## src/rtl/uart_frame_sequencer_if.sv

```systemverilog
// Signal bundle between the frame sequencer and its sample buffer / UART transmitter.
// master = sequencer side, slave = buffer/UART/requester side.
interface uart_frame_sequencer_if;
    logic       start;
    logic [7:0] len;
    logic [7:0] mem_addr;
    logic [7:0] mem_data;
    logic       uart_en;
    logic [7:0] uart_data;
    logic       uart_ready;
    logic       busy;
    logic       done;
    logic       err;

    modport master (
        input  start, len, mem_data, uart_ready,
        output mem_addr, uart_en, uart_data, busy, done, err
    );

    modport slave (
        output start, len, mem_data, uart_ready,
        input  mem_addr, uart_en, uart_data, busy, done, err
    );
endinterface

```

## src/rtl/uart_frame_sequencer.sv

```systemverilog
// Sends HEADER_BYTE, len, mem[0..len-1] to a byte UART with a handshake timeout.
// Define FRAME_CHECKSUM_EN to append an 8-bit additive checksum of len and samples.
//
// state | meaning
// IDLE  | waiting for start
// REQ   | uart_en high, waiting for the UART to start shifting (timeout runs)
// ACK   | UART took the byte, uart_en dropped
// DRAIN | waiting for uart_ready to return high; uart_data frozen
// NEXT  | choose the next byte of the frame
// FETCH | mem_addr presented to the sample buffer
// LOAD  | buffer read latency; mem_data captured into uart_data
// FIN   | one-cycle done pulse
module uart_frame_sequencer #(
    parameter logic [7:0] HEADER_BYTE    = 8'hA5,
    parameter int         TIMEOUT_CYCLES = 8191
) (
    input  logic                   clk,
    input  logic                   rst,
    uart_frame_sequencer_if.master seq_io
);
    localparam int TW = $clog2(TIMEOUT_CYCLES + 1);
    localparam logic [TW-1:0] TMO_LAST = TW'(TIMEOUT_CYCLES - 1);

    typedef enum logic [2:0] {IDLE, LOAD, FETCH, REQ, ACK, DRAIN, NEXT, FIN} state_t;
    typedef enum logic [1:0] {PH_HDR, PH_LEN, PH_SAMP, PH_CSUM} phase_t;

    state_t        state_q, state_d;
    phase_t        phase_q, phase_d;
    logic [7:0]    len_q, len_d;
    logic [7:0]    addr_q, addr_d;
    logic [7:0]    data_q, data_d;
    logic [TW-1:0] tmo_q, tmo_d;
    logic          err_q, err_d;
    logic          last_byte;
`ifdef FRAME_CHECKSUM_EN
    logic [7:0]    csum_q, csum_d;
`endif

    always_ff @(posedge clk or posedge rst) begin
        if (rst) begin
            state_q <= IDLE;
            phase_q <= PH_HDR;
            len_q   <= 8'h00;
            addr_q  <= 8'h00;
            data_q  <= 8'h00;
            tmo_q   <= '0;
            err_q   <= 1'b0;
`ifdef FRAME_CHECKSUM_EN
            csum_q  <= 8'h00;
`endif
        end else begin
            state_q <= state_d;
            phase_q <= phase_d;
            len_q   <= len_d;
            addr_q  <= addr_d;
            data_q  <= data_d;
            tmo_q   <= tmo_d;
            err_q   <= err_d;
`ifdef FRAME_CHECKSUM_EN
            csum_q  <= csum_d;
`endif
        end
    end

    always_comb begin
        state_d   = state_q;
        phase_d   = phase_q;
        len_d     = len_q;
        addr_d    = addr_q;
        data_d    = data_q;
        tmo_d     = '0;
        err_d     = 1'b0;
        last_byte = 1'b0;
`ifdef FRAME_CHECKSUM_EN
        csum_d    = csum_q;
`endif
        unique case (state_q)
            IDLE: begin
                if (seq_io.start) begin
                    len_d   = seq_io.len;
                    phase_d = PH_HDR;
                    data_d  = HEADER_BYTE;
                    state_d = REQ;
`ifdef FRAME_CHECKSUM_EN
                    csum_d  = 8'h00;
`endif
                end
            end
            REQ: begin
                tmo_d = tmo_q + TW'(1);
                if (!seq_io.uart_ready) begin
                    state_d = ACK;
                end else if (tmo_q == TMO_LAST) begin
                    state_d = IDLE;
                    err_d   = 1'b1;
                end
            end
            ACK:   state_d = DRAIN;
            DRAIN: if (seq_io.uart_ready) state_d = NEXT;
            NEXT: begin
                unique case (phase_q)
                    PH_HDR: begin
                        data_d  = len_q;
                        phase_d = PH_LEN;
                        state_d = REQ;
`ifdef FRAME_CHECKSUM_EN
                        csum_d  = csum_q + len_q;
`endif
                    end
                    PH_LEN: begin
                        if (len_q != 8'h00) begin
                            addr_d  = 8'h00;
                            phase_d = PH_SAMP;
                            state_d = FETCH;
                        end else begin
                            last_byte = 1'b1;
                        end
                    end
                    PH_SAMP: begin
                        // mem_addr doubles as the sample index; stops at len-1 so 255 never wraps
                        if (addr_q != len_q - 8'd1) begin
                            addr_d  = addr_q + 8'd1;
                            state_d = FETCH;
                        end else begin
                            last_byte = 1'b1;
                        end
                    end
                    default: state_d = FIN;
                endcase
                if (last_byte) begin
`ifdef FRAME_CHECKSUM_EN
                    data_d  = csum_q;
                    phase_d = PH_CSUM;
                    state_d = REQ;
`else
                    state_d = FIN;
`endif
                end
            end
            FETCH: state_d = LOAD;
            LOAD: begin
                data_d  = seq_io.mem_data;
                state_d = REQ;
`ifdef FRAME_CHECKSUM_EN
                csum_d  = csum_q + seq_io.mem_data;
`endif
            end
            FIN:     state_d = IDLE;
            default: state_d = IDLE;
        endcase
    end

    assign seq_io.uart_en   = (state_q == REQ);
    assign seq_io.uart_data = data_q;
    assign seq_io.mem_addr  = addr_q;
    assign seq_io.busy      = (state_q != IDLE) && (state_q != FIN);
    assign seq_io.done      = (state_q == FIN);
    assign seq_io.err       = err_q;
endmodule

```

## src/flat_wrapper.sv

```systemverilog
// flat-port wrapper written by rule: the top's interface ports become plain ports
module uart_frame_sequencer_flat 
#(
    parameter logic [7:0] HEADER_BYTE    = 8'hA5,
    parameter int         TIMEOUT_CYCLES = 8191
)
  (clk, rst, seq_io_start, seq_io_len, seq_io_mem_data, seq_io_uart_ready, seq_io_mem_addr, seq_io_uart_en, seq_io_uart_data, seq_io_busy, seq_io_done, seq_io_err);
  uart_frame_sequencer_if seq_io_i ();
  input  logic clk;
  input  logic rst;
  input wire logic [$bits(seq_io_i.start)-1:0] seq_io_start;
  input wire logic [$bits(seq_io_i.len)-1:0] seq_io_len;
  input wire logic [$bits(seq_io_i.mem_data)-1:0] seq_io_mem_data;
  input wire logic [$bits(seq_io_i.uart_ready)-1:0] seq_io_uart_ready;
  output wire logic [$bits(seq_io_i.mem_addr)-1:0] seq_io_mem_addr;
  output wire logic [$bits(seq_io_i.uart_en)-1:0] seq_io_uart_en;
  output wire logic [$bits(seq_io_i.uart_data)-1:0] seq_io_uart_data;
  output wire logic [$bits(seq_io_i.busy)-1:0] seq_io_busy;
  output wire logic [$bits(seq_io_i.done)-1:0] seq_io_done;
  output wire logic [$bits(seq_io_i.err)-1:0] seq_io_err;
  assign seq_io_i.start = seq_io_start;
  assign seq_io_i.len = seq_io_len;
  assign seq_io_i.mem_data = seq_io_mem_data;
  assign seq_io_i.uart_ready = seq_io_uart_ready;
  assign seq_io_mem_addr = seq_io_i.mem_addr;
  assign seq_io_uart_en = seq_io_i.uart_en;
  assign seq_io_uart_data = seq_io_i.uart_data;
  assign seq_io_busy = seq_io_i.busy;
  assign seq_io_done = seq_io_i.done;
  assign seq_io_err = seq_io_i.err;
  uart_frame_sequencer #(.HEADER_BYTE(HEADER_BYTE), .TIMEOUT_CYCLES(TIMEOUT_CYCLES)) u_core (.clk(clk), .rst(rst), .seq_io(seq_io_i));
endmodule
```

## config.mk

```make
export PLATFORM = sky130hd
export DESIGN_NAME = uart_frame_sequencer_flat
export DESIGN_NICKNAME = d
export VERILOG_FILES = /design/src/rtl/uart_frame_sequencer_if.sv /design/src/rtl/uart_frame_sequencer.sv /design/src/flat_wrapper.sv
export SDC_FILE = /design/constraint.sdc
export NUM_CORES = 1
export LEC_CHECK = 0
export CORE_MARGIN = 1
export CORE_UTILIZATION = 30
export CTS_CLUSTER_SIZE = 10
export DETAILED_ROUTE_END_ITERATION = 8
export PLACE_DENSITY = 0.48
export SYNTH_ARGS = -nofsm -noshare
export SYNTH_HDL_FRONTEND = slang
export SYNTH_SLANG_ARGS = --single-unit
```

## constraint.sdc

```tcl
create_clock -name clk -period 5.6 [get_ports clk]
set_input_delay 1.12 -clock clk [delete_from_list [all_inputs] [get_ports clk]]
set_output_delay 1.12 -clock clk [all_outputs]
set_load 0.01 [all_outputs]
```

==> impl_metrics.env, run 1 <==
export IMPL_wl_per_cell_microns=14.7
export IMPL_ys_async_sr_fraction_pct=100
export IMPL_clk_pin_slew_worst_paths_ns=0.08
export IMPL_firstDrtPassIters=4
export IMPL_setup_violations=0
export IMPL_yosysUniqueCellTypes=46
export IMPL_nNetsFinal=326
export IMPL_grt_max_degree=44
export IMPL_grt_setup_unrepaired="no"
export IMPL_grt_met3_usage_pct=2.82
export IMPL_ctsResizeCount=0
export IMPL_core_sq_mm=0.00781
export IMPL_dieArea_sq_mm=0.00851
export IMPL_start_util_pct=31.3
export IMPL_synth_edf_count=0
export IMPL_die_y_microns=92.2
export IMPL_layout_common_cells="43 x dfrtp_1, 39 x clkdlybuf4s50_1, 31 x nor2_1, 23 x nand2_1, 16 x a21oi_1"
export IMPL_grt_pass1_wl_microns=9780
export IMPL_power_leakage_nw=1.17
export IMPL_cts_hold_buf=0
export IMPL_layoutNonFillerInstCount=402
export IMPL_cp_required_ns=4.48
export IMPL_synth_area_sq_mm=0.00244
export IMPL_cts_root_buf="clkbuf_8"
export IMPL_setup_tns_ns=0
export IMPL_die_x_microns=92.2
export IMPL_num_rows=32
export IMPL_place_port_buffers=39
export IMPL_critPathCaptureType="primary output"
export IMPL_io_pins=40
export IMPL_setup_worst_path_start_class="flip-flop"
export IMPL_p_total_mw=1.29
export IMPL_critPathArrivalTime_ns=2.10
export IMPL_grt_pass1_vias=1874
export IMPL_route_detailed_drc=0
export IMPL_fin_crit_sh_pct=57.5
export IMPL_clk_insertion_delay_late_ns=0.29
export IMPL_cts_tree="done"
export IMPL_place_inst=394
export IMPL_peakVddDrop_uv=193
export IMPL_max_freq_mhz=311
export IMPL_worst_hold_path_type="reg -> reg"
export IMPL_yosysSeqAreaShare_pct=44.1
export IMPL_max_slew_margin_pct=51.7
export IMPL_gr_usage_met1_pct=22.4
export IMPL_mostFrequentLayoutCell="dfrtp_1"
export IMPL_viasPerCell=4.93
export IMPL_n_fill_cell=803
export IMPL_syn_inst=263
export IMPL_overflow=0
export IMPL_place_congestion=0.796
export IMPL_worstMarginPinSlew_ns=0.719
export IMPL_clock_path_buffers=2
export IMPL_cp_max_fo=14
export IMPL_post_dp_hpwl_microns=4230
export IMPL_power_density_mw_per_mm2=429
export IMPL_dr_total_vias=1980
export IMPL_antenna_cells=0
export IMPL_grt_util_met2_pct=21.0
export IMPL_fin_skew_ns=0.00474
export IMPL_grt_most_used_layer="met1"
export IMPL_grt_usage_pct=14.7
export IMPL_finalHoldViolCount=0
export IMPL_maxCapViolCount=0
export IMPL_first_iter_violations=103
export IMPL_antenna_left=0
export IMPL_synth_nets=290
export IMPL_ys_flop_type="dfrtp_1"
export IMPL_synth_ff_latch_count=43
export IMPL_htree_num_levels=2
export IMPL_area_growth_pct=22.8
export IMPL_avgSynthCellArea_sq_um=9.29
export IMPL_min_period_ns=3.22
export IMPL_outcome="finished, final reports clean"
export IMPL_antenna_found_initial=0
export IMPL_drv_slew=0
export IMPL_yosysWarnings=0
export IMPL_routed_wirelength_microns=5900
export IMPL_cts_buffers=5
export IMPL_cts_sinks=43
export IMPL_post_cts_buffers=0
export IMPL_drive_gt1_share_pct=7.00
export IMPL_crit_type="reg -> out"
==> layout make-up <==
class,count,area (sq um),share of cell area [%]
clock inverter,2,12.5,0.417
clock buffer,6,72.6,2.42
timing repair buffer,41,405,13.5
sequential,43,1080,35.9
inverter,13,48.8,1.63
tap,102,128,4.25
multi-input combinational,195,1260,41.9
==> worst max-delay path, cell delays in order, from the launching register on <==
cell and delay [ns]:
dfrtp_1 0.49, inv_1 0.13, nand3_1 0.40, inv_1 0.23
clkdlybuf4s50_1 0.56
==> Yosys cell counts, types with 5 or more instances <==
cell      instances  area share (%)
nor2_1           31             4.8
o22ai_1           5             1.3
clkbuf_1          7             1.1
xnor2_1           5             1.8
dfrtp_1          43              44
ha_1              7             3.6
xor2_1           15             5.4
inv_1            13             2.0
a21oi_1          16             3.3
nand2_1          23             3.5
a22oi_1           6             1.8
mux2_2            6             2.8
nor3_1            7             1.4
nand2b_1          5             1.3
nand3_1          11             2.3
o21ai_0          15             3.1
==> sequential cells by signal, summed over array words and instances, names as in the netlist <==
register	count
u_core.phase_q	2
u_core.tmo_q	13
u_core.state_q	3
u_core.seq_io.uart_data	8
u_core.seq_io.err	1
u_core.len_q	8
u_core.seq_io.mem_addr	8
==> metrics by stage <==
step / area [sq um] / utilization (%) / hold WS [ns] / setup slack, ns
after floorplan: 2440 / - / 0.467 / 3.43
after global placement: 2920 / 37.3 / 0.499 / 2.71
after detailed placement: 2920 / 37.3 / 0.502 / 2.69
after CTS: 3000 / 38.4 / 0.514 / 2.33
after global routing: 3000 / 38.4 / 0.548 / 2.22
final: 3000 / 38.4 / 0.507 / 2.38
==> metal layers <==
| metal | wire, microns | up-vias | share of wire, % |
|---|---|---|---|
| met5 | 0 | - | 0 |
| met4 | 63 | 0 | 1.1 |
| met3 | 202 | 7 | 3.4 |
| met2 | 2440 | 41 | 41 |
| met1 | 3200 | 929 | 54 |
| li1 | - | 1003 | - |
==> path summary, 6_finish.rpt <==
kind / startpoint / to / slack [ns] / cells past startpoint
min in group asynchronous: rst / u_core.seq_io.uart_data[4]$_DFFE_PP0P_ / 1.26 / 3
worst min-delay path: u_core.tmo_q[0]$_DFF_PP0_ / u_core.tmo_q[0]$_DFF_PP0_ / 0.51 / 1
worst max register to register: u_core.len_q[0]$_DFFE_PP0P_ / u_core.seq_io.mem_addr[2]$_DFFE_PP0P_ / 3.17 / 8
worst max-delay path: u_core.state_q[2]$_DFFE_PP0P_ / seq_io_uart_en / 2.38 / 4
max in group asynchronous: rst / u_core.seq_io.mem_addr[1]$_DFFE_PP0P_ / 3.95 / 3
worst min register to register: u_core.tmo_q[0]$_DFF_PP0_ / u_core.tmo_q[0]$_DFF_PP0_ / 0.51 / 1
==> cells by family after synthesis <==
group | after synthesis | share of synthesized area (%)
simple gates | 99 | 20.4
compound gates | 62 | 17.2
flops | 43 | 44.1
buf+inv | 25 | 4.46
xor+xnor | 20 | 7.17
mux | 7 | 3.18
fa+ha+maj | 7 | 3.59
==> power by group <==
part | internal [mW] | switching (mW) | leakage, nW | total [mW]
registers | 0.392 | 0.114 | 0.551 | 0.506
logic | 0.262 | 0.321 | 0.582 | 0.583
clock network | 0.0873 | 0.110 | 0.0412 | 0.197
Power figures use the tool's default switching activity.
==> inputs of run 2 (changes only) <==
Settings changed: PLACE_DENSITY 0.48 to 0.5.
Clock period 5.6 ns to 2.6 ns, I/O delays scaled along.
==> run 2 against run 1 <==
Register-to-register slack worse by 2.8 ns. Cell count is 1.2% higher. Global-route usage is 0.84 points higher. Setup slack worse by 2.1 ns. Die area stayed put. Via count is 3.7% higher. Non-clock buffer count is 5 higher. Clock skew is 0.00084 ns higher. Power is 130% higher. Sequential power is 110% higher. Routed wire length is 3.5% higher. Critical path depth stayed put. Critical endpoint is now seq_io_busy. Largest cell class unchanged. Largest power group unchanged.
==> impl_metrics.env, run 2 (synthesis gave the netlist of run 1 again) <==
export IMPL_layout_common_cells="43 x dfrtp_1, 39 x clkdlybuf4s50_1, 31 x nor2_1, 23 x nand2_1, 16 x a21oi_1"
export IMPL_dp_slack_ns=0.370
export IMPL_cp_max_fo=10
export IMPL_gr_usage_met1_pct=20.8
export IMPL_final_cell_area_sq_mm=0.00308
export IMPL_die_y_microns=92.2
export IMPL_cp_required_ns=2.08
export IMPL_n_fill_cell=804
export IMPL_max_freq_mhz=425
export IMPL_route_detailed_drc=0
export IMPL_ctsResizeCount=0
export IMPL_worst_hold_path_type="reg -> reg"
export IMPL_fin_crit_sh_pct=90.5
export IMPL_nNetsFinal=331
export IMPL_critPathCaptureType="primary output"
export IMPL_num_rows=32
export IMPL_post_cts_buffers=0
export IMPL_grt_met3_usage_pct=2.82
export IMPL_max_slew_margin_pct=45.1
export IMPL_peakVddDrop_uv=435
export IMPL_place_congestion=0.791
export IMPL_clk_insertion_delay_late_ns=0.30
export IMPL_maxCapViolCount=0
export IMPL_cts_root_buf="clkbuf_8"
export IMPL_power_density_mw_per_mm2=956
export IMPL_multi_input_area_sq_mm=0.00126
export IMPL_power_leakage_nw=1.22
export IMPL_crit_type="reg -> out"
export IMPL_first_iter_violations=129
export IMPL_cts_hold_buf=0
export IMPL_min_period_ns=2.35
export IMPL_die_x_microns=92.2
export IMPL_setup_tns_ns=0
export IMPL_post_dp_hpwl_microns=4400
export IMPL_area_growth_pct=26.0
export IMPL_fin_skew_ns=0.00557
export IMPL_layout_setup_ws_ns=0.247
export IMPL_cts_sinks=43
export IMPL_overflow=0
export IMPL_routed_wirelength_microns=6110
export IMPL_firstDrtPassIters=4
export IMPL_cts_buffers=5
export IMPL_largest_register_ff_count=13
export IMPL_clk_pin_slew_worst_paths_ns=0.09
export IMPL_cts_tree="done"
export IMPL_clock_path_buffers=2
export IMPL_io_pins=40
export IMPL_htree_num_levels=2
export IMPL_outcome="finished, final reports clean"
export IMPL_dieArea_sq_mm=0.00851
export IMPL_grt_util_met2_pct=25.3
export IMPL_area_sequential_sq_mm=0.00108
export IMPL_dpl_cell_area_sq_mm=0.00297
export IMPL_grt_usage_pct=15.6
export IMPL_critPathArrivalTime_ns=1.83
export IMPL_grt_pass1_vias=2081
export IMPL_hold_depth=1
export IMPL_antenna_cells=0
export IMPL_start_util_pct=31.3
export IMPL_antenna_found_initial=0
export IMPL_drv_slew=0
export IMPL_place_port_buffers=39
export IMPL_grt_pass1_wl_microns=10300
export IMPL_dr_total_vias=2053
export IMPL_finalHoldViolCount=0
export IMPL_drive_gt1_share_pct=8.85
export IMPL_p_total_mw=2.94
export IMPL_mostFrequentLayoutCell="dfrtp_1"
export IMPL_largest_register="u_core.tmo_q"
export IMPL_setup_worst_path_start_class="flip-flop"
export IMPL_final_core_utilization_pct=39.4
export IMPL_antenna_left=0
export IMPL_wl_per_cell_microns=15.0
export IMPL_grt_max_degree=24
export IMPL_grt_most_used_layer="met2"
export IMPL_worstMarginPinSlew_ns=0.818
export IMPL_grt_setup_unrepaired="no"
export IMPL_setup_violations=0
export IMPL_rr_worst_depth=8
export IMPL_core_sq_mm=0.00781
export IMPL_viasPerCell=5.04
-- run 2: cell types whose count changed in the layout (fill, tap and decap cells not counted), sizes merged --
cell,before,now
bufinv,0,1
buf,2,7
clkbuf,6,5
clkinv,2,3
clkinvlp,1,0
-- run 2: layout make-up --
| type | count | share of cell area [%] |
|---|---|---|
| Clock buffer | 5 | 2.24 |
| Clock inverter | 3 | 1.42 |
| Inverter | 13 | 1.59 |
| Multi-Input combinational cell | 195 | 40.9 |
| Sequential cell | 43 | 35.0 |
| Tap cell | 102 | 4.15 |
| Timing Repair Buffer | 46 | 14.8 |
-- run 2: critical path: stages (launching register included) --
cell and delay [ns]:
dfrtp_1 0.50, nand2_1 0.20, nor2_1 0.09, a21oi_1 0.17, clkdlybuf4s50_1 0.56
-- run 2: final timing paths --
kind / startpoint / slack [ns] / endpoint
setup / recovery: u_core.state_q[2]$_DFFE_PP0P_ / 0.25 / seq_io_busy
hold / removal: u_core.tmo_q[0]$_DFF_PP0_ / 0.51 / u_core.tmo_q[0]$_DFF_PP0_
setup reg to reg: u_core.len_q[0]$_DFFE_PP0P_ / 0.34 / u_core.seq_io.mem_addr[2]$_DFFE_PP0P_
hold reg to reg: u_core.tmo_q[0]$_DFF_PP0_ / 0.51 / u_core.tmo_q[0]$_DFF_PP0_
max in group asynchronous: rst / 1.49 / u_core.tmo_q[1]$_DFF_PP0_
min in group asynchronous: rst / 0.57 / u_core.seq_io.uart_data[2]$_DFFE_PP0P_
-- run 2: metrics by stage --
| stage | instances | hold WS [ns] |
|---|---|---|
| floorplan | 263 | 0.467 |
| global placement | 399 | 0.500 |
| detailed placement | 399 | 0.508 |
| CTS | 407 | 0.518 |
| global route | 407 | 0.552 |
| finish | 407 | 0.512 |
-- run 2: report_power, final --
part	switching, mW	internal (mW)
combinational	0.719	0.599
sequential	0.239	0.844
clock	0.254	0.286
total	1.21	1.73
-- run 2: per-layer routing --
layer	vias up	wire length [microns]
met3	7	247
met4	0	86
met2	42	2910
li1	1011	-
met5	-	0
met1	993	2860
==> inputs of run 3 (changes only) <==
Settings changed: ABC_CLOCK_PERIOD_IN_PS from default to 2600, MAX_ROUTING_LAYER from default to met4.
==> run 3 against run 2 <==
Routed wire length hardly changed. Count of clock-buffer cells in the layout unchanged. Clock power decreased by 0.7%. Non-clock buffer count stayed put. Highest routed layer unchanged.
==> impl_metrics.env, run 3 (synthesis gave the netlist of run 1 again) <==
export IMPL_power_leakage_nw=1.22
export IMPL_setup_violations=0
export IMPL_reg2reg_from="u_core.len_q[0]$_DFFE_PP0P_"
export IMPL_rr_endpoint="u_core.seq_io.mem_addr[2]$_DFFE_PP0P_"
export IMPL_critPathArrivalTime_ns=1.83
export IMPL_firstDrtPassIters=4
export IMPL_largest_register="u_core.tmo_q"
export IMPL_grt_met3_usage_pct=3.15
export IMPL_worstMarginPinSlew_ns=0.817
export IMPL_finalHoldViolCount=0
export IMPL_path_delay_family="buffers and inverters"
export IMPL_max_freq_mhz=426
export IMPL_maxCapViolCount=0
export IMPL_fin_skew_ns=0.00637
export IMPL_clk_pin_slew_worst_paths_ns=0.09
export IMPL_cts_tree="done"
export IMPL_grt_util_met2_pct=25.3
export IMPL_outcome="finished, final reports clean"
export IMPL_post_dp_hpwl_microns=4400
export IMPL_drv_slew=0
export IMPL_ctsResizeCount=0
export IMPL_peakVddDrop_uv=431
export IMPL_n_fill_cell=804
export IMPL_gr_usage_met1_pct=20.9
export IMPL_layout_common_cells="43 x dfrtp_1, 39 x clkdlybuf4s50_1, 31 x nor2_1, 23 x nand2_1, 16 x a21oi_1"
export IMPL_grt_pass1_vias=2088
export IMPL_place_port_buffers=39
export IMPL_routed_wirelength_microns=6110
export IMPL_post_cts_buffers=0
export IMPL_reg2reg_slack_ns=0.35
export IMPL_place_congestion=0.803
export IMPL_hold_end="u_core.tmo_q[0]$_DFF_PP0_"
export IMPL_worst_hold_path_type="reg -> reg"
export IMPL_cp_required_ns=2.08
export IMPL_max_slew_margin_pct=45.2
export IMPL_worstHoldStart="u_core.tmo_q[0]$_DFF_PP0_"
export IMPL_cts_hold_buf=0
export IMPL_drive_gt1_share_pct=8.85
export IMPL_overflow=0
export IMPL_cts_root_buf="clkbuf_8"
export IMPL_antenna_cells=0
export IMPL_fin_crit_sh_pct=90.4
export IMPL_setup_worst_path_start_class="flip-flop"
export IMPL_cts_buffers=5
export IMPL_start_util_pct=31.3
export IMPL_min_period_ns=2.35
export IMPL_clk_insertion_delay_late_ns=0.30
export IMPL_wl_per_cell_microns=15.0
export IMPL_die_y_microns=92.2
export IMPL_antenna_found_initial=0
export IMPL_first_iter_violations=112
export IMPL_grt_most_used_layer="met2"
export IMPL_path_cells="nand2_1, nor2_1, a21oi_1, clkdlybuf4s50_1"
export IMPL_num_rows=32
export IMPL_hold_depth=1
export IMPL_setup_tns_ns=0
export IMPL_crit_type="reg -> out"
export IMPL_cp_max_fo=10
export IMPL_area_growth_pct=26.0
export IMPL_core_sq_mm=0.00781
export IMPL_nNetsFinal=331
export IMPL_critPathCaptureType="primary output"
export IMPL_clock_path_buffers=2
export IMPL_grt_max_degree=24
export IMPL_max_stage_delay_ns=0.56
export IMPL_htree_num_levels=2
export IMPL_worst_path_buf_inv=1
export IMPL_cts_sinks=43
export IMPL_grt_usage_pct=16.1
export IMPL_largest_register_ff_count=13
export IMPL_crit_path_top_delay_cell="clkdlybuf4s50_1"
export IMPL_dieArea_sq_mm=0.00851
export IMPL_grt_setup_unrepaired="no"
export IMPL_grt_pass1_wl_microns=10300
export IMPL_antenna_left=0
export IMPL_dr_total_vias=2054
export IMPL_viasPerCell=5.05
export IMPL_die_x_microns=92.2
export IMPL_rr_worst_depth=8
export IMPL_route_detailed_drc=0
export IMPL_holdWs_ns=0.513
export IMPL_power_density_mw_per_mm2=955
export IMPL_io_pins=40
export IMPL_mostFrequentLayoutCell="dfrtp_1"
run 3: cell counts in the layout (fill, tap and decap cells not counted):
No cell type changed its count.
run 3: worst register-to-register path, delay by kind of cell, from the launching register on:
family          cells  cell delay (ns)
compound gates      4             0.78
simple gates        1             0.46
flops               1             0.43
buf+inv             2             0.26
fa+ha+maj           1             0.25
run 3: report_power, final:
group | total [mW] | switching, mW | internal, mW
clock | 0.537 | 0.251 | 0.286
sequential | 1.08 | 0.240 | 0.844
combinational | 1.32 | 0.719 | 0.599
total | 2.94 | 1.21 | 1.73
run 3: per-stage QoR:
stage                     utilization, %  area [sq um]  setup WS (ns)  power [mW]  cells
final                               39.4          3080          0.250        2.94    407
after global placement              38.0          2970          0.414        2.41    399
after detailed placement            38.0          2970          0.370        2.42    399
after global routing                39.4          3080         0.0912        3.17    407
after floorplan                        -          2440          0.656        1.94    263
after CTS                           39.4          3080          0.225        2.97    407
run 3: layer usage:
layer	vias up	part of all wire, %
li1	1010	-
met1	998	47
met3	6	3.7
met5	-	0
met4	0	1.2
met2	40	48
run 3: worst max path at each step:
stage	start	end	depth (start not counted)
2_1_floorplan	u_core.len_q[0]$_DFFE_PP0P_	u_core.seq_io.mem_addr[4]$_DFFE_PP0P_	8
3_3_place_gp	u_core.len_q[0]$_DFFE_PP0P_	u_core.seq_io.mem_addr[2]$_DFFE_PP0P_	8
3_5_place_dp	u_core.len_q[0]$_DFFE_PP0P_	u_core.seq_io.mem_addr[2]$_DFFE_PP0P_	8
4_1_cts	u_core.state_q[2]$_DFFE_PP0P_	seq_io_busy	4
5_1_grt	u_core.state_q[2]$_DFFE_PP0P_	seq_io_done	3
6_report	u_core.state_q[2]$_DFFE_PP0P_	seq_io_busy	4
run 3: layout make-up:
| type | instances | area, sq um | share of cell area (%) |
|---|---|---|---|
| clock buffers | 5 | 68.8 | 2.24 |
| clock inverters | 3 | 43.8 | 1.42 |
| inverters | 13 | 48.8 | 1.59 |
| multi-input cells | 195 | 1260 | 40.9 |
| flip-flops and latches | 43 | 1080 | 35.0 |
| well taps | 102 | 128 | 4.15 |
| repair buffers | 46 | 455 | 14.8 |
